## config.mk

```make
export PLATFORM = sky130hd
export DESIGN_NAME = fetch_stage
export DESIGN_NICKNAME = d
export VERILOG_FILES = /design/src/rtl/fetch_stage.sv
export SDC_FILE = /design/constraint.sdc
export NUM_CORES = 1
export LEC_CHECK = 0
export CORE_ASPECT_RATIO = 0.8
export CORE_MARGIN = 1
export CORE_UTILIZATION = 50
export CTS_BUF_LIST = sky130_fd_sc_hd__clkbuf_8
export CTS_CLUSTER_SIZE = 30
export DETAILED_ROUTE_END_ITERATION = 8
export PLACE_DENSITY = 0.86
export SLEW_MARGIN = 20
export SYNTH_ARGS = -nofsm -noshare
export SYNTH_HDL_FRONTEND = slang
export SYNTH_SLANG_ARGS = --single-unit
```

## constraint.sdc

```tcl
create_clock -name clk -period 3.5 [get_ports clk]
set_clock_uncertainty 0.05 [all_clocks]
set_input_delay 0.7 -clock clk [delete_from_list [all_inputs] [get_ports clk]]
set_output_delay 0.7 -clock clk [all_outputs]
set_load 0.1 [all_outputs]
```

## src/rtl/fetch_stage.sv

```systemverilog
// Instruction fetch stage: sequential PC generation, credit-limited memory requests,
// in-order prefetch FIFO and IF/ID output register. Optional FETCH_PERF_CNT_EN adds perf counters.
module fetch_stage #(
  parameter logic [31:0] RESET_PC   = 32'h0000_0000,
  parameter int          FIFO_DEPTH = 2,
  parameter logic [31:0] NOP_INST   = 32'h0000_0013
) (
  input  logic        clk,
  input  logic        rst_n,
  output logic        imem_req_valid,
  input  logic        imem_req_ready,
  output logic [31:0] imem_req_addr,
  input  logic        imem_resp_valid,
  input  logic [31:0] imem_resp_data,
  input  logic        redirect_valid,
  input  logic [31:0] redirect_pc,
  input  logic        id_stall,
  output logic [31:0] id_inst,
  output logic [31:0] id_pc,
  output logic        id_valid
`ifdef FETCH_PERF_CNT_EN
  ,
  output logic [31:0] perf_fetched,
  output logic [31:0] perf_bubble
`endif
);

  localparam int PW   = (FIFO_DEPTH > 1) ? $clog2(FIFO_DEPTH) : 1;
  localparam int CW   = PW + 1;
  localparam int CRW  = CW + 1;
  localparam logic [CRW-1:0] DEPTH_W = CRW'(FIFO_DEPTH);

  typedef logic [CW-1:0] cnt_t;

  // Handshake semantics: a request transfers on a cycle where imem_req_valid && imem_req_ready;
  // responses are always accepted (no backpressure) and arrive in request order.

  logic [31:0] fetch_pc_q, fetch_pc_d;
  logic [31:0] resp_pc_q, resp_pc_d;
  cnt_t        outstanding_q, outstanding_d;
  cnt_t        drop_cnt_q, drop_cnt_d;
  cnt_t        fifo_count_q, fifo_count_d;
  logic [PW-1:0] rd_ptr_q, rd_ptr_d;
  logic [PW-1:0] wr_ptr_q, wr_ptr_d;
  logic [63:0] fifo_mem [FIFO_DEPTH];
  logic [31:0] id_inst_q, id_inst_d;
  logic [31:0] id_pc_q, id_pc_d;
  logic        id_valid_q, id_valid_d;

  logic           fifo_empty;
  logic           pop;
  logic           push;
  logic           req_hs;
  logic [CRW-1:0] credit_used;
  logic [31:0]    redirect_addr;
  logic [31:0]    head_inst;
  logic [31:0]    head_pc;
  logic           unused_redirect_lsbs;

  assign unused_redirect_lsbs = ^redirect_pc[1:0];
  assign redirect_addr = {redirect_pc[31:2], 2'b00};

  assign fifo_empty = (fifo_count_q == '0);
  assign pop        = !id_stall && !fifo_empty && !redirect_valid;
  assign head_inst  = fifo_mem[rd_ptr_q][63:32];
  assign head_pc    = fifo_mem[rd_ptr_q][31:0];

  // Credit counts in-flight requests plus buffered entries, net of this cycle's pop.
  assign credit_used    = {1'b0, outstanding_q} + {1'b0, fifo_count_q} - CRW'(pop);
  assign imem_req_valid = rst_n && !redirect_valid && (credit_used < DEPTH_W);
  assign imem_req_addr  = fetch_pc_q;
  assign req_hs         = imem_req_valid && imem_req_ready;
  assign push           = imem_resp_valid && (drop_cnt_q == '0) && !redirect_valid;

  always_comb begin
    fetch_pc_d    = fetch_pc_q;
    resp_pc_d     = resp_pc_q;
    outstanding_d = outstanding_q + cnt_t'(req_hs) - cnt_t'(imem_resp_valid);
    drop_cnt_d    = drop_cnt_q;
    fifo_count_d  = fifo_count_q;
    rd_ptr_d      = rd_ptr_q;
    wr_ptr_d      = wr_ptr_q;
    id_inst_d     = id_inst_q;
    id_pc_d       = id_pc_q;
    id_valid_d    = id_valid_q;

    if (redirect_valid) begin
      fetch_pc_d   = redirect_addr;
      resp_pc_d    = redirect_addr;
      fifo_count_d = '0;
      rd_ptr_d     = '0;
      wr_ptr_d     = '0;
      // Everything still in flight belongs to the old path and must be discarded.
      drop_cnt_d   = outstanding_q - cnt_t'(imem_resp_valid);
      id_inst_d    = NOP_INST;
      id_valid_d   = 1'b0;
    end else begin
      if (req_hs) begin
        fetch_pc_d = fetch_pc_q + 32'd4;
      end
      if (imem_resp_valid) begin
        if (drop_cnt_q != '0) begin
          drop_cnt_d = drop_cnt_q - cnt_t'(1);
        end else begin
          resp_pc_d = resp_pc_q + 32'd4;
        end
      end
      if (push) begin
        wr_ptr_d = wr_ptr_q + PW'(1);
      end
      if (pop) begin
        rd_ptr_d = rd_ptr_q + PW'(1);
      end
      fifo_count_d = fifo_count_q + cnt_t'(push) - cnt_t'(pop);
      if (!id_stall) begin
        if (pop) begin
          id_inst_d  = head_inst;
          id_pc_d    = head_pc;
          id_valid_d = 1'b1;
        end else begin
          id_inst_d  = NOP_INST;
          id_valid_d = 1'b0;
        end
      end
    end
  end

  always_ff @(posedge clk or negedge rst_n) begin
    if (!rst_n) begin
      fetch_pc_q    <= RESET_PC;
      resp_pc_q     <= RESET_PC;
      outstanding_q <= '0;
      drop_cnt_q    <= '0;
      fifo_count_q  <= '0;
      rd_ptr_q      <= '0;
      wr_ptr_q      <= '0;
      id_inst_q     <= NOP_INST;
      id_pc_q       <= RESET_PC;
      id_valid_q    <= 1'b0;
    end else begin
      fetch_pc_q    <= fetch_pc_d;
      resp_pc_q     <= resp_pc_d;
      outstanding_q <= outstanding_d;
      drop_cnt_q    <= drop_cnt_d;
      fifo_count_q  <= fifo_count_d;
      rd_ptr_q      <= rd_ptr_d;
      wr_ptr_q      <= wr_ptr_d;
      id_inst_q     <= id_inst_d;
      id_pc_q       <= id_pc_d;
      id_valid_q    <= id_valid_d;
    end
  end

  // Storage needs no reset: occupancy is tracked by fifo_count_q.
  always_ff @(posedge clk) begin
    if (push) begin
      fifo_mem[wr_ptr_q] <= {imem_resp_data, resp_pc_q};
    end
  end

  assign id_inst  = id_inst_q;
  assign id_pc    = id_pc_q;
  assign id_valid = id_valid_q;

`ifdef FETCH_PERF_CNT_EN
  logic [31:0] perf_fetched_q, perf_fetched_d;
  logic [31:0] perf_bubble_q, perf_bubble_d;

  always_comb begin
    perf_fetched_d = perf_fetched_q + {31'd0, push};
    perf_bubble_d  = perf_bubble_q + {31'd0, (!id_stall && !pop)};
  end

  always_ff @(posedge clk or negedge rst_n) begin
    if (!rst_n) begin
      perf_fetched_q <= '0;
      perf_bubble_q  <= '0;
    end else begin
      perf_fetched_q <= perf_fetched_d;
      perf_bubble_q  <= perf_bubble_d;
    end
  end

  assign perf_fetched = perf_fetched_q;
  assign perf_bubble  = perf_bubble_q;
`endif

endmodule

```

* Word level (Yosys, flattened, before mapping)
Memories as Yosys holds them, arrays and structs flattened.
Cells that the tools add are included.
** Cells by class
- Bitwise gates (word level) :: 2
- Mux-type cells :: 21
- Reductions and logical operators :: 21
- Add/sub/neg operators :: 12
- Equality and inequality tests :: 2
- Magnitude comparators :: 1
** Operators by type and width (count)
- $mux W32 :: 8
- $add A32 B3 Y32 const B :: 2
- $reduce_bool A2 Y1 :: 6
- $mux W1 :: 9
- $mux W2 :: 4
- $logic_and A1 B1 Y1 :: 7
- $sub A2 B1 Y2 :: 3
- $add A2 B1 Y2 :: 2
- $logic_not A2 Y1 :: 2
- $ne A2 B2 Y1 const B :: 2
- $reduce_and A2 Y1 :: 2
- $add A2 B2 Y3 :: 1
- $logic_not A1 Y1 :: 3
- $lt A3 B2 Y1 const B :: 1
- $reduce_and A3 Y1 :: 1
- $sub A3 B1 Y3 :: 1
- $add A1 B1 Y1 const B :: 2
- $not A1 Y1 :: 2
- $sub A2 B1 Y2 const B :: 1
** Word-level totals
- Bits in writable memories :: 128
- Output and inout port bits :: 98
- Flip-flop bits (word level) :: 137
- Memories :: 1
** Memories
- fifo_mem :: depth 2, bits a word 64, read ports 1, clocked after memory_dff 0, write ports 1, line 45 : logic [63:0] fifo_mem [FIFO_DEPTH];

* Logic depth before layout (Yosys ltp)
Gate-level depths: netlist of run 1.
- Depth after elaboration :: 10
- Mapped depth :: 17
- Gate-level depth less buffers :: 14

* Least setup slack after synthesis of run 1
OpenSTA, ideal clock, no wires.
- Path type :: input port to output port
- From :: input port id_stall
- To :: output port imem_req_valid
- Data arrival time :: 4.372 ns
- Path slack :: -1.622 ns
- Cell stages on the path :: 9
- Cell sequence :: o21bai_1 nand2b_1 clkbuf_1 inv_1 ha_1 nand2b_1 fa_1 xnor2_1 nor3_1
** On the way
- Longest elaborated chain between the ends :: 6
** Ends and longest elaborated chain
- from (decl) :: line 17 : input logic id_stall,
- $logic_not A1 Y1
- $logic_and A1 B1 Y1 (2 in series) :: line 64 : assign pop = !id_stall && !fifo_empty && !redirect_valid;
- $sub A3 B1 Y3 :: line 69 : assign credit_used = {1'b0, outstanding_q} + {1'b0, fifo_count_q} - CRW'(pop);
- $lt A3 B2 Y1 :: line 70 : assign imem_req_valid = rst_n && !redirect_valid && (credit_used < DEPTH_W);
- $logic_and A1 B1 Y1 :: line 70
- to (decl) :: line 10 : output logic imem_req_valid,
Every way passes these cells.

* Worst setup path in the final report of run 1
Same ends and word-level chain as after synthesis.

==> flow_summary.yaml, run 1 <==
run_status:
  outcome: "complete, no violations"
drt:
  vias_per_cell: 5.50
  post_drt_wl_per_cell_um: 17.5
  drc_errors: 0
  drt.antenna.violating_nets: 0
  routed-via-count: 7331
  first_pass_iters: 5
  wirelength_um: 23400
  first_iter_violations: 449
clock_network:
  cts_root_buf: "clkbuf_8"
  clock_latency_ns: 0.54
  cts_buffers: 39
  clock_tree.buffer_depth: 3
  h-tree-depth: 2
  path_clk_slew_ns: 0.06
  cts_sinks: 255
  cts_tree: "built"
grt:
  grt_overflow_total: 0
  gr-usage-met3_pct: 4.75
  busiest_layer: "met2"
  grt_pass1_vias: 7240
  antenna_found_initial: 0
  grt_pass1_wl_um: 37300
  grtUsageTotal_pct: 22.0
  use_met2_pct: 33.7
  grt_max_degree: 91
  use_met1_pct: 31.7
setup_path:
  crit_type: "in -> out"
  reg2reg_depth: 12
  required_ns: 2.75
  critPathTopFamily: "adder cells"
  cp_num_cells: 10
  critPathMaxFanout: 2
  r2r-end: "imem_req_addr[15]"
  crit_path_end_kind: "output pin"
  cp_slowest_cell: "fa_2"
  path_buf_inv: 3
  critPathMaxStageDelay_ns: 0.58
  crit_path_start: "id_stall"
  r2r-start: "fifo_count_q[1]"
  worstSetupStartpointType: "input port"
  reg2reg_setup_slack_ns: 0.50
  cpMostUsedCell: "nand2b_4"
  crit_chain: "dlygate4sd2_1, o21bai_4, nand2b_4, inv_4, ha_4, nand2b_4, fa_2, nand2_2, nor3_4, buf_12"
  critPathArrivalTime_ns: 2.68
synthesis:
  yosys.area.top_type: "edfxtp_1"
  yosysWarnings: 0
  post-synth-top-count-cell: "dfrtp_1"
  synth_common_cells: "128 x dfrtp_1, 124 x edfxtp_1, 114 x nand2_1"
  synthArstFlopShare_pct: 51.4
  synth_top_cell_area_share_pct: 35.2
  synth_edf_count: 124
  synth_area_um2: 10600
  synthCells: 836
  synth-seq-cells: 255
  yosys-top-cells-area: "edfxtp_1 35%, dfrtp_1 30%, mux2i_1 6.3%, nand2_1 4.0%, o21ai_0 3.9%"
  synthFlopType: "dfrtp_1"
  ys_seq_area_share_pct: 66.1
  synth_cell_types: 57
  syn_area_per_cell_um2: 12.7
timing:
  fin_ws_ns: 0.0687
  fin_crit_ns: 3.43
  fin_crit_sh_pct: 98.0
  rsz0062_at_grt: "no"
  drv_slew: 0
  finalSetupViolations: 0
  max_slew_margin_pct: 33.1
  hold_viol_final: 0
  worst_slew_pin_slew_ns: 1.00
  fmax_ghz: 0.291
  hold_slack_ns: 0.422
pwr:
  leakage_nw: 5.26
  powerDensity_nw_per_um2: 708
  ir_drop_mv: 0.486
layout:
  layout-drive-gt1-share_pct: 17.4
  areaGrowthSynthToFinish_pct: 26.4
  antennaDiodeCount: 0
  nets: 1113
  post-route-util_pct: 64.7
min_path:
  hp-start: "id_inst[29]"
  hold_class: "reg -> reg"
  worstHoldPathCells: 2
  min_to: "id_inst[29]"
floorplanning:
  coreArea_um2: 20700
  placementRows: 47
  fp.dieH_um: 132
  ioPinCount: 168
  die_area_um2: 21800
  start_util_pct: 51.2
  die_x_um: 165
place:
  portBuffers: 161
  hpwl_um: 15400
  pre_cts_ws_ns: -0.320
  gp_congestion: 0.897
flow_run:
  cap_violations: 0
==> state kept, by name (all words and copies together) (netlist names) <==
register and flops:
fifo_count_q 2, outstanding_q 2, fifo_mem 124, id_inst 32
wr_ptr_q 1, id_valid 1, resp_pc_q 30, id_pc 30
rd_ptr_q 1, drop_cnt_q 2, imem_req_addr 30
==> worst max path at each step <==
stage	end	slack [ns]
floorplan	fifo_mem[0][10]	-0.90
global placement	imem_req_addr[15]	-0.26
detailed placement	imem_req_addr[15]	-0.32
CTS	imem_req_valid	0.01
global route	imem_req_valid	0.008
finish	imem_req_valid	0.07
==> metrics by stage <==
| step | TNS [ns] | instances | power, W | instance area [um^2] |
|---|---|---|---|---|
| after floorplan | -112.63 | 839 | 0.00631 | 10700 |
| after global placement | -4.54 | 1255 | 0.00711 | 12500 |
| after detailed placement | -5.72 | 1255 | 0.00718 | 12500 |
| after CTS | 0 | 1328 | 0.00952 | 13300 |
| after global routing | 0 | 1332 | 0.00988 | 13400 |
| final | 0 | 1332 | 0.00948 | 13400 |
==> cell usage in the layout, fill, tap and decap left out, drive strengths merged, types with 5 or more instances in the layout <==
cell type      synthesis  routed
dfrtp                128     128
edfxtp               124     124
nand2                114     114
buf                   10      98
clkdlybuf4s50          0      92
o21ai                 82      82
mux2i                 67      67
clkbuf                30      47
inv                   19      38
nand3                 37      37
nor2                  29      29
xnor2                 23      23
nand4                 21      21
xor2                  20      20
and3                  13      13
a21boi                11      11
a21oi                 11      11
ha                    10      10
nor3                   8       8
nand2b                 8       8
o311ai                 7       7
or4                    6       6
or3                    6       6
nor4                   6       6
clkinv                 0       6
o211ai                 5       5
==> report_power, final <==
| group | total, W | internal (W) | switching [W] |
|---|---|---|---|
| logic | 0.00327 | 0.000829 | 0.00244 |
| registers | 0.00389 | 0.00356 | 0.000335 |
| clock network | 0.00231 | 0.00122 | 0.00109 |
| total | 0.00948 | 0.00561 | 0.00387 |
==> metal layers <==
layer  share of wire (%)  routed length [um]  vias up
met4                 1.5                 352        0
li1                    -                   -     3416
met1                  44               10200     3560
met5                   0                   0        -
met2                  46               10700      320
met3                 9.0                2110       35
==> kinds of logic (layout without fill, tap and decap cells) <==
family	Yosys count	in the layout	share of synthesized area, %
fa+ha+maj	11	11	1.37
other cells	1	4	0.0354
xor+xnor	43	43	3.56
simple gates	265	265	12.7
buf+inv	59	283	2.23
flops	255	255	66.1
compound gates	132	132	7.31
mux	70	70	6.65
==> layout make-up <==
type / instances / area [um^2]
Sequential cell: 255 / 7010
Multi-Input combinational cell: 525 / 3460
Clock inverter: 25 / 105
Tap cell: 269 / 337
Clock buffer: 47 / 647
Fill cell: 1548 / 7320
Timing Repair Buffer: 192 / 1750
Inverter: 19 / 73.8
==> worst reg2reg max path: cells and delay by family (launching register included) <==
family,cells,cell delay [ns]
AOI/OAI and AO/OA,1,0.14
and+or+nand+nor,6,1.00
DFF,1,0.43
adders and majority gates,2,0.78
buffers and inverters,2,0.23
muxes,1,0.35
==> repair_timing <==
action,4_1_cts,5_1_grt
pin swaps,2,3
setup endpoints to repair,1,1
hold buffers,1,0
resized for setup,4,3
setup buffers,0,3
endpoints found under the hold margin,24,0
(Power assumes the default switching activity.)
==> run 2: changes to the inputs <==
--- a/config.mk
+++ b/config.mk
@@ -5,6 +5,7 @@
 export SDC_FILE = /design/constraint.sdc
 export NUM_CORES = 1
 export LEC_CHECK = 0
+export ABC_CLOCK_PERIOD_IN_PS = 3500
 export CORE_ASPECT_RATIO = 0.8
 export CORE_MARGIN = 1
 export CORE_UTILIZATION = 50
@@ -12,6 +13,7 @@
 export CTS_CLUSTER_SIZE = 30
 export DETAILED_ROUTE_END_ITERATION = 8
 export PLACE_DENSITY = 0.86
+export SKIP_LAST_GASP = 1
 export SLEW_MARGIN = 20
 export SYNTH_ARGS = -nofsm -noshare
 export SYNTH_HDL_FRONTEND = slang
==> results of run 2 <==
No change in the layout: final DEF, timing and power equal those of run 1.
